===== src/rtl/sad_search_ctrl.sv =====
//==============================================================================
// Module  : sad_search_ctrl
// Purpose : Raster-order SAD minimum-search controller. Optional WAIT timeout
//           is enabled with the SAD_TIMEOUT_EN macro.
// Rev     : 1.0
//==============================================================================
`default_nettype none

module sad_search_ctrl #(
  parameter int FRAME_W = 64,
  parameter int FRAME_H = 64,
  parameter int WIN_W   = 4,
  parameter int WIN_H   = 4
) (
  input  logic        Clk,
  input  logic        Reset,
  input  logic        Start,
  output logic        SadReq,
  output logic [5:0]  CandX,
  output logic [5:0]  CandY,
  input  logic        SadValid,
  input  logic [31:0] SadIn,
  output logic        Busy,
  output logic        Done,
  output logic [5:0]  MinX,
  output logic [5:0]  MinY,
  output logic [31:0] MinSad,
  output logic        Error
);

  localparam int         c_X_SPAN = FRAME_W - WIN_W;
  localparam int         c_Y_SPAN = FRAME_H - WIN_H;
  localparam logic [5:0] c_X_MAX  = 6'(c_X_SPAN);
  localparam logic [5:0] c_Y_MAX  = 6'(c_Y_SPAN);

  // Candidate coordinates are 6 bits wide, so the search span must fit.
  generate
    if (c_X_SPAN > 63 || c_Y_SPAN > 63 || c_X_SPAN < 0 || c_Y_SPAN < 0) begin : g_bad_geometry
      $error("sad_search_ctrl: search span does not fit the 6-bit candidate range");
    end
  endgenerate

  typedef enum logic [1:0] {
    S_IDLE  = 2'd0,
    S_ISSUE = 2'd1,
    S_WAIT  = 2'd2,
    S_DONE  = 2'd3
  } state_t;

  state_t      r_state;
  state_t      w_state_nxt;
  logic [5:0]  r_cand_x;
  logic [5:0]  r_cand_y;
  logic [5:0]  r_min_x;
  logic [5:0]  r_min_y;
  logic [31:0] r_min_sad;
  logic        w_start_acc;
  logic        w_advance;
  logic        w_last;
  logic        w_timeout;

  assign w_last = (r_cand_x == c_X_MAX) && (r_cand_y == c_Y_MAX);

  always_ff @(posedge Clk or negedge Reset) begin
    if (!Reset) begin
      r_state <= S_IDLE;
    end else begin
      r_state <= w_state_nxt;
    end
  end

  always_comb begin
    w_state_nxt = r_state;
    w_start_acc = 1'b0;
    w_advance   = 1'b0;
    case (r_state)
      S_IDLE: begin
        if (Start) begin
          w_start_acc = 1'b1;
          w_state_nxt = S_ISSUE;
        end
      end
      S_ISSUE: w_state_nxt = S_WAIT;
      S_WAIT: begin
        if (SadValid || w_timeout) begin
          w_advance   = 1'b1;
          w_state_nxt = w_last ? S_DONE : S_ISSUE;
        end
      end
      S_DONE:  w_state_nxt = S_IDLE;
      default: w_state_nxt = S_IDLE;
    endcase
  end

  // A timed-out candidate advances without a result, so only SadValid may update the minimum.
  always_ff @(posedge Clk or negedge Reset) begin
    if (!Reset) begin
      r_cand_x  <= '0;
      r_cand_y  <= '0;
      r_min_x   <= '0;
      r_min_y   <= '0;
      r_min_sad <= 32'hFFFF_FFFF;
    end else if (w_start_acc) begin
      r_cand_x  <= '0;
      r_cand_y  <= '0;
      r_min_x   <= '0;
      r_min_y   <= '0;
      r_min_sad <= 32'hFFFF_FFFF;
    end else if (w_advance) begin
      if (SadValid && (SadIn < r_min_sad)) begin
        r_min_sad <= SadIn;
        r_min_x   <= r_cand_x;
        r_min_y   <= r_cand_y;
      end
      if (r_cand_x == c_X_MAX) begin
        r_cand_x <= '0;
        r_cand_y <= (r_cand_y == c_Y_MAX) ? 6'd0 : r_cand_y + 6'd1;
      end else begin
        r_cand_x <= r_cand_x + 6'd1;
      end
    end
  end

`ifdef SAD_TIMEOUT_EN
  logic [7:0] r_to_cnt;
  logic       r_error;

  // Count 254 is the 255th WAIT cycle; giving up there means 255 cycles passed without a result.
  assign w_timeout = (r_state == S_WAIT) && !SadValid && (r_to_cnt == 8'd254);

  always_ff @(posedge Clk or negedge Reset) begin
    if (!Reset) begin
      r_to_cnt <= '0;
      r_error  <= 1'b0;
    end else begin
      if (r_state == S_ISSUE) begin
        r_to_cnt <= '0;
      end else if (r_state == S_WAIT) begin
        r_to_cnt <= r_to_cnt + 8'd1;
      end
      if (w_start_acc) begin
        r_error <= 1'b0;
      end else if (w_timeout) begin
        r_error <= 1'b1;
      end
    end
  end

  assign Error = r_error;
`else
  assign w_timeout = 1'b0;
  assign Error     = 1'b0;
`endif

  assign SadReq = (r_state == S_ISSUE);
  assign Busy   = (r_state != S_IDLE);
  assign Done   = (r_state == S_DONE);
  assign CandX  = r_cand_x;
  assign CandY  = r_cand_y;
  assign MinX   = r_min_x;
  assign MinY   = r_min_y;
  assign MinSad = r_min_sad;

endmodule

`default_nettype wire


===== config.mk =====
export PLATFORM = sky130hd
export DESIGN_NAME = sad_search_ctrl
export DESIGN_NICKNAME = d
export VERILOG_FILES = /design/src/rtl/sad_search_ctrl.sv
export SDC_FILE = /design/constraint.sdc
export NUM_CORES = 1
export LEC_CHECK = 0
export ABC_AREA = 1
export CAP_MARGIN = 20
export CORE_ASPECT_RATIO = 0.7
export CORE_UTILIZATION = 49
export DETAILED_ROUTE_END_ITERATION = 7
export PLACE_DENSITY = 0.85
export SYNTH_ARGS = -nofsm -noshare
export SYNTH_HDL_FRONTEND = slang
export SYNTH_SLANG_ARGS = --single-unit

===== constraint.sdc =====
create_clock -name Clk -period 2.4 [get_ports Clk]
set_clock_uncertainty 0.05 [all_clocks]
set_input_delay 0.24 -clock Clk [delete_from_list [all_inputs] [get_ports Clk]]
set_output_delay 0.24 -clock Clk [all_outputs]
set_load 0.005 [all_outputs]

# After elaboration in Yosys (flattened, before gate mapping)
# Cells that the tools add are included.
dict set report classes {
  n_mux 24
  n_eq_ne 7
  magnitude_cmp 1
  reduce_logical 10
  add_sub_neg 2
}
# op count
set ops {}
lappend ops {{two-way mux 32 bit} 3}
lappend ops {{two-way mux 6 bit} 13}
lappend ops {{less-than comparator 32 bit} 1}
lappend ops {{adder 6 x 1 -> 6 bit, second input constant} 2}
lappend ops {{== test 6 bit, second input constant} 2}
lappend ops {{case mux 2 bit (4 select lines)} 1}
lappend ops {{nonzero test 2 bit} 4}
lappend ops {{two-way mux 2 bit} 3}
lappend ops {{AND reduction 2 bit} 3}
lappend ops {{== test 2 bit, second input constant} 2}
lappend ops {{two-way mux 1 bit} 4}
lappend ops {{!= test 2 bit, second input constant} 2}
lappend ops {{== test 2 x 1 -> 1 bit, second input constant} 1}
lappend ops {{logical AND 1 bit} 2}
lappend ops {{zero test 2 bit} 1}
dict set report totals {
  elab_cells 50
  regBits 58
  inputBits 36
}

# Depth between registers and ports, before layout
# Gate-level depths: netlist of run 1.
dict set report depth {
  depth_word 5
  depth_mapped 16
}

# Least setup slack after synthesis of run 1
# Ideal clock, no wire load.
dict set report synth_path {
  kind {register to register}
  start {register r_min_sad[31], in the netlist MinSad[31]}
  end {register r_min_sad[15], in the netlist MinSad[15]}
  period_less_slack_ps 1938
  required_time_ps 2274
  slack_ps 462
  path_stages_with_launch 13
  t_arrival_ps 1812
  setup_ps 76
  n_path_buf 1
  path_cell_list {dfstp_2 -> inv_1 -> ha_1 -> nand2_1 -> nor2_1 -> nand4_1 -> nor4_2 -> nand2_1 -> nand2_4 -> nand2_4 -> buf_6 -> nand2_1 -> nand2_1}
}
dict set report synth_between {
  elab_chain_cells 4
}
# item line_no
set synth_rtl {}
lappend synth_rtl {{start: declaration} 56} ;# logic [31:0] r_min_sad;
lappend synth_rtl {{start signal: assignment} 111} ;# r_min_sad <= SadIn;
lappend synth_rtl {{less-than comparator 32 bit} 110} ;# if (SadValid && (SadIn < r_min_sad)) begin
lappend synth_rtl {{logical AND 1 bit} 110}
lappend synth_rtl {{nonzero test 2 bit (no line)} -}
lappend synth_rtl {{AND reduction 2 bit (no line)} -}
# Every way passes these cells.
# A chain may end at the register's enable or synchronous reset.

# Worst setup path in the final report of run 1
dict set report layout_path {
  start {register r_min_sad[30], in the netlist MinSad[30]}
  end {register r_min_x[0], in the netlist MinX[0]}
}
dict set report layout_between {
  elab_chain_cells 4
}
# item line_no
set layout_rtl {}
lappend layout_rtl {{less-than comparator 32 bit} 110}
lappend layout_rtl {{logical AND 1 bit} 110}
lappend layout_rtl {{nonzero test 2 bit (no line)} -}
lappend layout_rtl {{AND reduction 2 bit (no line)} -}
lappend layout_rtl {{end signal: assignment} 112} ;# r_min_x <= r_cand_x;
lappend layout_rtl {{end: declaration} 54} ;# logic [5:0] r_min_x;
# Every way passes these cells.

==> results.sh, run 1 <==
export IMPL_status="complete, no violations"
export IMPL_synth_seq_cells=58
export IMPL_vias=3564
export IMPL_grt_max_degree=60
export IMPL_numCtsBuffers=9
export IMPL_path_class="reg2reg"
export IMPL_routabilityCongestion=0.8496
export IMPL_grt_pass1_wl_um=15700
export IMPL_synth_cells=471
export IMPL_regToRegSetupSlack_ps=10
export IMPL_synth_seq_area_share_pct=41.46
export IMPL_period_minus_slack_ps=2388
export IMPL_ctsRootBufferMaster="clkbuf_8"
export IMPL_dp_cells=650
export IMPL_drive_above_1_share_pct=18.10
export IMPL_antenna_found_initial=0
export IMPL_cp_start_kind="flip-flop"
export IMPL_postLayoutCoreUtil_pct=74.06
export IMPL_critPathMaxStageDelay_ps=560
export IMPL_worstMarginPinSlew_ps=689.4
export IMPL_antenna_left=0
export IMPL_dominantRegCellSynth="dfstp_2"
export IMPL_dieArea_um2=7693
export IMPL_cts_hold_buffers_added=0
export IMPL_rsz0062_at_grt="true"
export IMPL_stdcell_area_um2=5120
export IMPL_worstReg2RegEnd="MinX[0]"
export IMPL_peakVddDrop_v=0.0005854
export IMPL_layout_cells_non_filler=674
export IMPL_path_cells="inv_1 -> ha_4 -> nand2_4 -> nor2_4 -> nand4_1 -> nor4_2 -> nand2_2 -> nand2_8 -> clkbuf_16 -> nand3_2 -> nand2_1"
export IMPL_port_buffers=94
export IMPL_syn_area_per_cell_um2=7.637
export IMPL_synth_area_leaders="dfstp_2 23%, dfrtp_1 18%, nand2_1 15%, ha_1 12%, nand3_1 8.8%"
export IMPL_die_w_um=104.4
export IMPL_start_util_pct=52.04
export IMPL_post_route_period_util_pct=99.48
export IMPL_fill_cells=521
export IMPL_synth_warnings=0
export IMPL_min_path_type="in2async"
export IMPL_htreeDepth=3
export IMPL_crit_required_ps=2640
export IMPL_max_freq_mhz=418.8
export IMPL_hpwl_um=6839
export IMPL_final_nets=646
export IMPL_gr_total_overflow=0
export IMPL_clkTransAtPathRegs_ps=70
export IMPL_yosysTopAreaCellShare_pct=23.37
export IMPL_hold_viol_final=0
export IMPL_rr_startpoint="MinSad[30]"
export IMPL_hold_ws_ps=164.0
export IMPL_cpMaxStageDelayCell="dfstp_2"
export IMPL_synth_nets=542
export IMPL_yosys_area_top_type="dfstp_2"
export IMPL_r2r_cells=11
export IMPL_diodes=0
export IMPL_io_pins=96
export IMPL_syn2layout_area_growth_pct=42.33
export IMPL_placed_area_um2=4637
export IMPL_wl_per_cell_um=15.66
export IMPL_async_reset_ff_share_pct=100.0
export IMPL_coreArea_um2=6913
export IMPL_final_common_cell="nand2_1"
export IMPL_clock_sinks=58
export IMPL_maxSlewHeadroom_pct=54.04
export IMPL_maxCapViolCount=0
export IMPL_powerDensity_nw_per_um2=1124
export IMPL_final_max_slew_viol_count=0
export IMPL_regArea_um2=1491
export IMPL_cts_buffer_depth=2
export IMPL_setup_viol=0
export IMPL_cp_end_kind="flip-flop"
export IMPL_yosysUniqueCellTypes=31
export IMPL_cts_tree="built"
export IMPL_rows=25
export IMPL_synth_edf_count=0
export IMPL_firstDrtPassIters=5
export IMPL_clock_latency_ps=350
export IMPL_multi_input_comb_area_um2=1903
export IMPL_p_leak_nw=2.631
export IMPL_avgViaCountPerCell=5.288
export IMPL_grtUsageTotal_pct=26.49
export IMPL_path_max_fanout=6
export IMPL_drtIter0Drc=194
export IMPL_final_cell_mix="132 x nand2_1, 93 x clkdlybuf4s50_1, 78 x inv_1"
export IMPL_drt_wl_total_um=10550
export IMPL_drc_errors=0
export IMPL_grt_pass1_vias=3312
export IMPL_fp_dieH_um=73.69
export IMPL_finalSetupTns_ps=0
export IMPL_syn_cell_area_um2=3597
export IMPL_arrival_ps=2620
-- power breakdown --
group	total, mW	leakage (nW)	internal [mW]	switching [mW]
combinational	2.99	1.86	1.49	1.50
clock	0.807	0.0872	0.399	0.408
sequential	1.96	0.685	1.56	0.398
-- per-stage QoR --
stage | worst slack [ps] | power (mW)
floorplan | 462.5 | 3.306
global placement | -47.26 | 4.440
detailed placement | -100.3 | 4.580
CTS | 31.49 | 5.434
global route | -89.84 | 6.194
finish | 12.48 | 5.754
-- critical path, delay by kind of cell (launching register included) --
family,cells,cell delay (ps)
buffers and inverters,2,240
adders and majority gates,1,280
DFF,1,560
and+or+nand+nor,8,1210
-- layer usage --
metal / routed length [µm] / vias up / part of all wire [%] / track usage, %
met5: 0 / - / 0 / 0
met4: 103 / 0 / 0.98 / 6.667
met3: 921 / 12 / 8.7 / 9.317
met2: 4890 / 166 / 46 / 43.12
met1: 4637 / 1687 / 44 / 33.97
li1: - / 1699 / - / -
-- worst max path at each step --
stage                           from    endpoint  slack (ps)  cells after the start
after floorplan           MinSad[31]  MinSad[15]         460                     12
after CTS                 MinSad[31]   MinSad[6]          30                     11
after global routing      MinSad[29]     MinX[0]         -90                     11
final                     MinSad[30]     MinX[0]          10                     11
after detailed placement   SadIn[31]   MinSad[7]        -100                     11
after global placement     SadIn[31]  MinSad[10]         -50                     11
-- cell usage after synthesis (2+ instances only) --
library cell / n
nand2_2: 2
inv_1: 81
nor3_1: 6
ha_1: 35
buf_2: 5
a21oi_1: 22
buf_4: 5
nor2_1: 9
nand2_1: 142
nand4_1: 4
dfrtp_1: 26
nand2_4: 2
nor2_2: 2
dfstp_2: 32
xor2_1: 2
nand3_1: 63
buf_6: 2
clkbuf_1: 4
inv_2: 3
o21ai_0: 13
-- cell type report --
class | count | share of cell area [%]
inverter | 84 | 6.207
tap | 94 | 2.297
clock buffer | 13 | 2.908
clock inverter | 3 | 0.2933
multi-input combinational | 314 | 37.17
timing repair buffer | 108 | 21.99
sequential | 58 | 29.13
-- flip-flops by register name, indices dropped and copies added (netlist names) --
signal	cells
MinX	6
MinY	6
CandY	6
r_state	2
CandX	6
MinSad	32
-- repair_timing --
item	4_1_cts	5_1_grt
gates cloned	0	6
pin swaps	1	30
setup endpoints to repair	8	44
gates resized for setup	1	40
buffers inserted	1	1
hold endpoints to repair	0	0
-- logic make-up after synthesis --
| logic type | count (synthesis) | share of synthesized area [%] |
|---|---|---|
| fa+ha+maj | 35 | 12.17 |
| flops | 58 | 41.46 |
| buf+inv | 101 | 11.65 |
| xor+xnor | 2 | 0.4870 |
| other cells | 1 | 0.1042 |
| compound gates | 38 | 5.461 |
| simple gates | 236 | 28.66 |
Note: power is estimated with default switching activity, not from simulation.
==> run 2: changes to the inputs <==
--- a/config.mk
+++ b/config.mk
@@ -11,6 +11,7 @@
 export CORE_UTILIZATION = 49
 export DETAILED_ROUTE_END_ITERATION = 7
 export PLACE_DENSITY = 0.85
+export SLEW_MARGIN = 20
 export SYNTH_ARGS = -nofsm -noshare
 export SYNTH_HDL_FRONTEND = slang
 export SYNTH_SLANG_ARGS = --single-unit
==> results of run 2 <==
Final layout, timing and power as in run 1 (identical DEF).
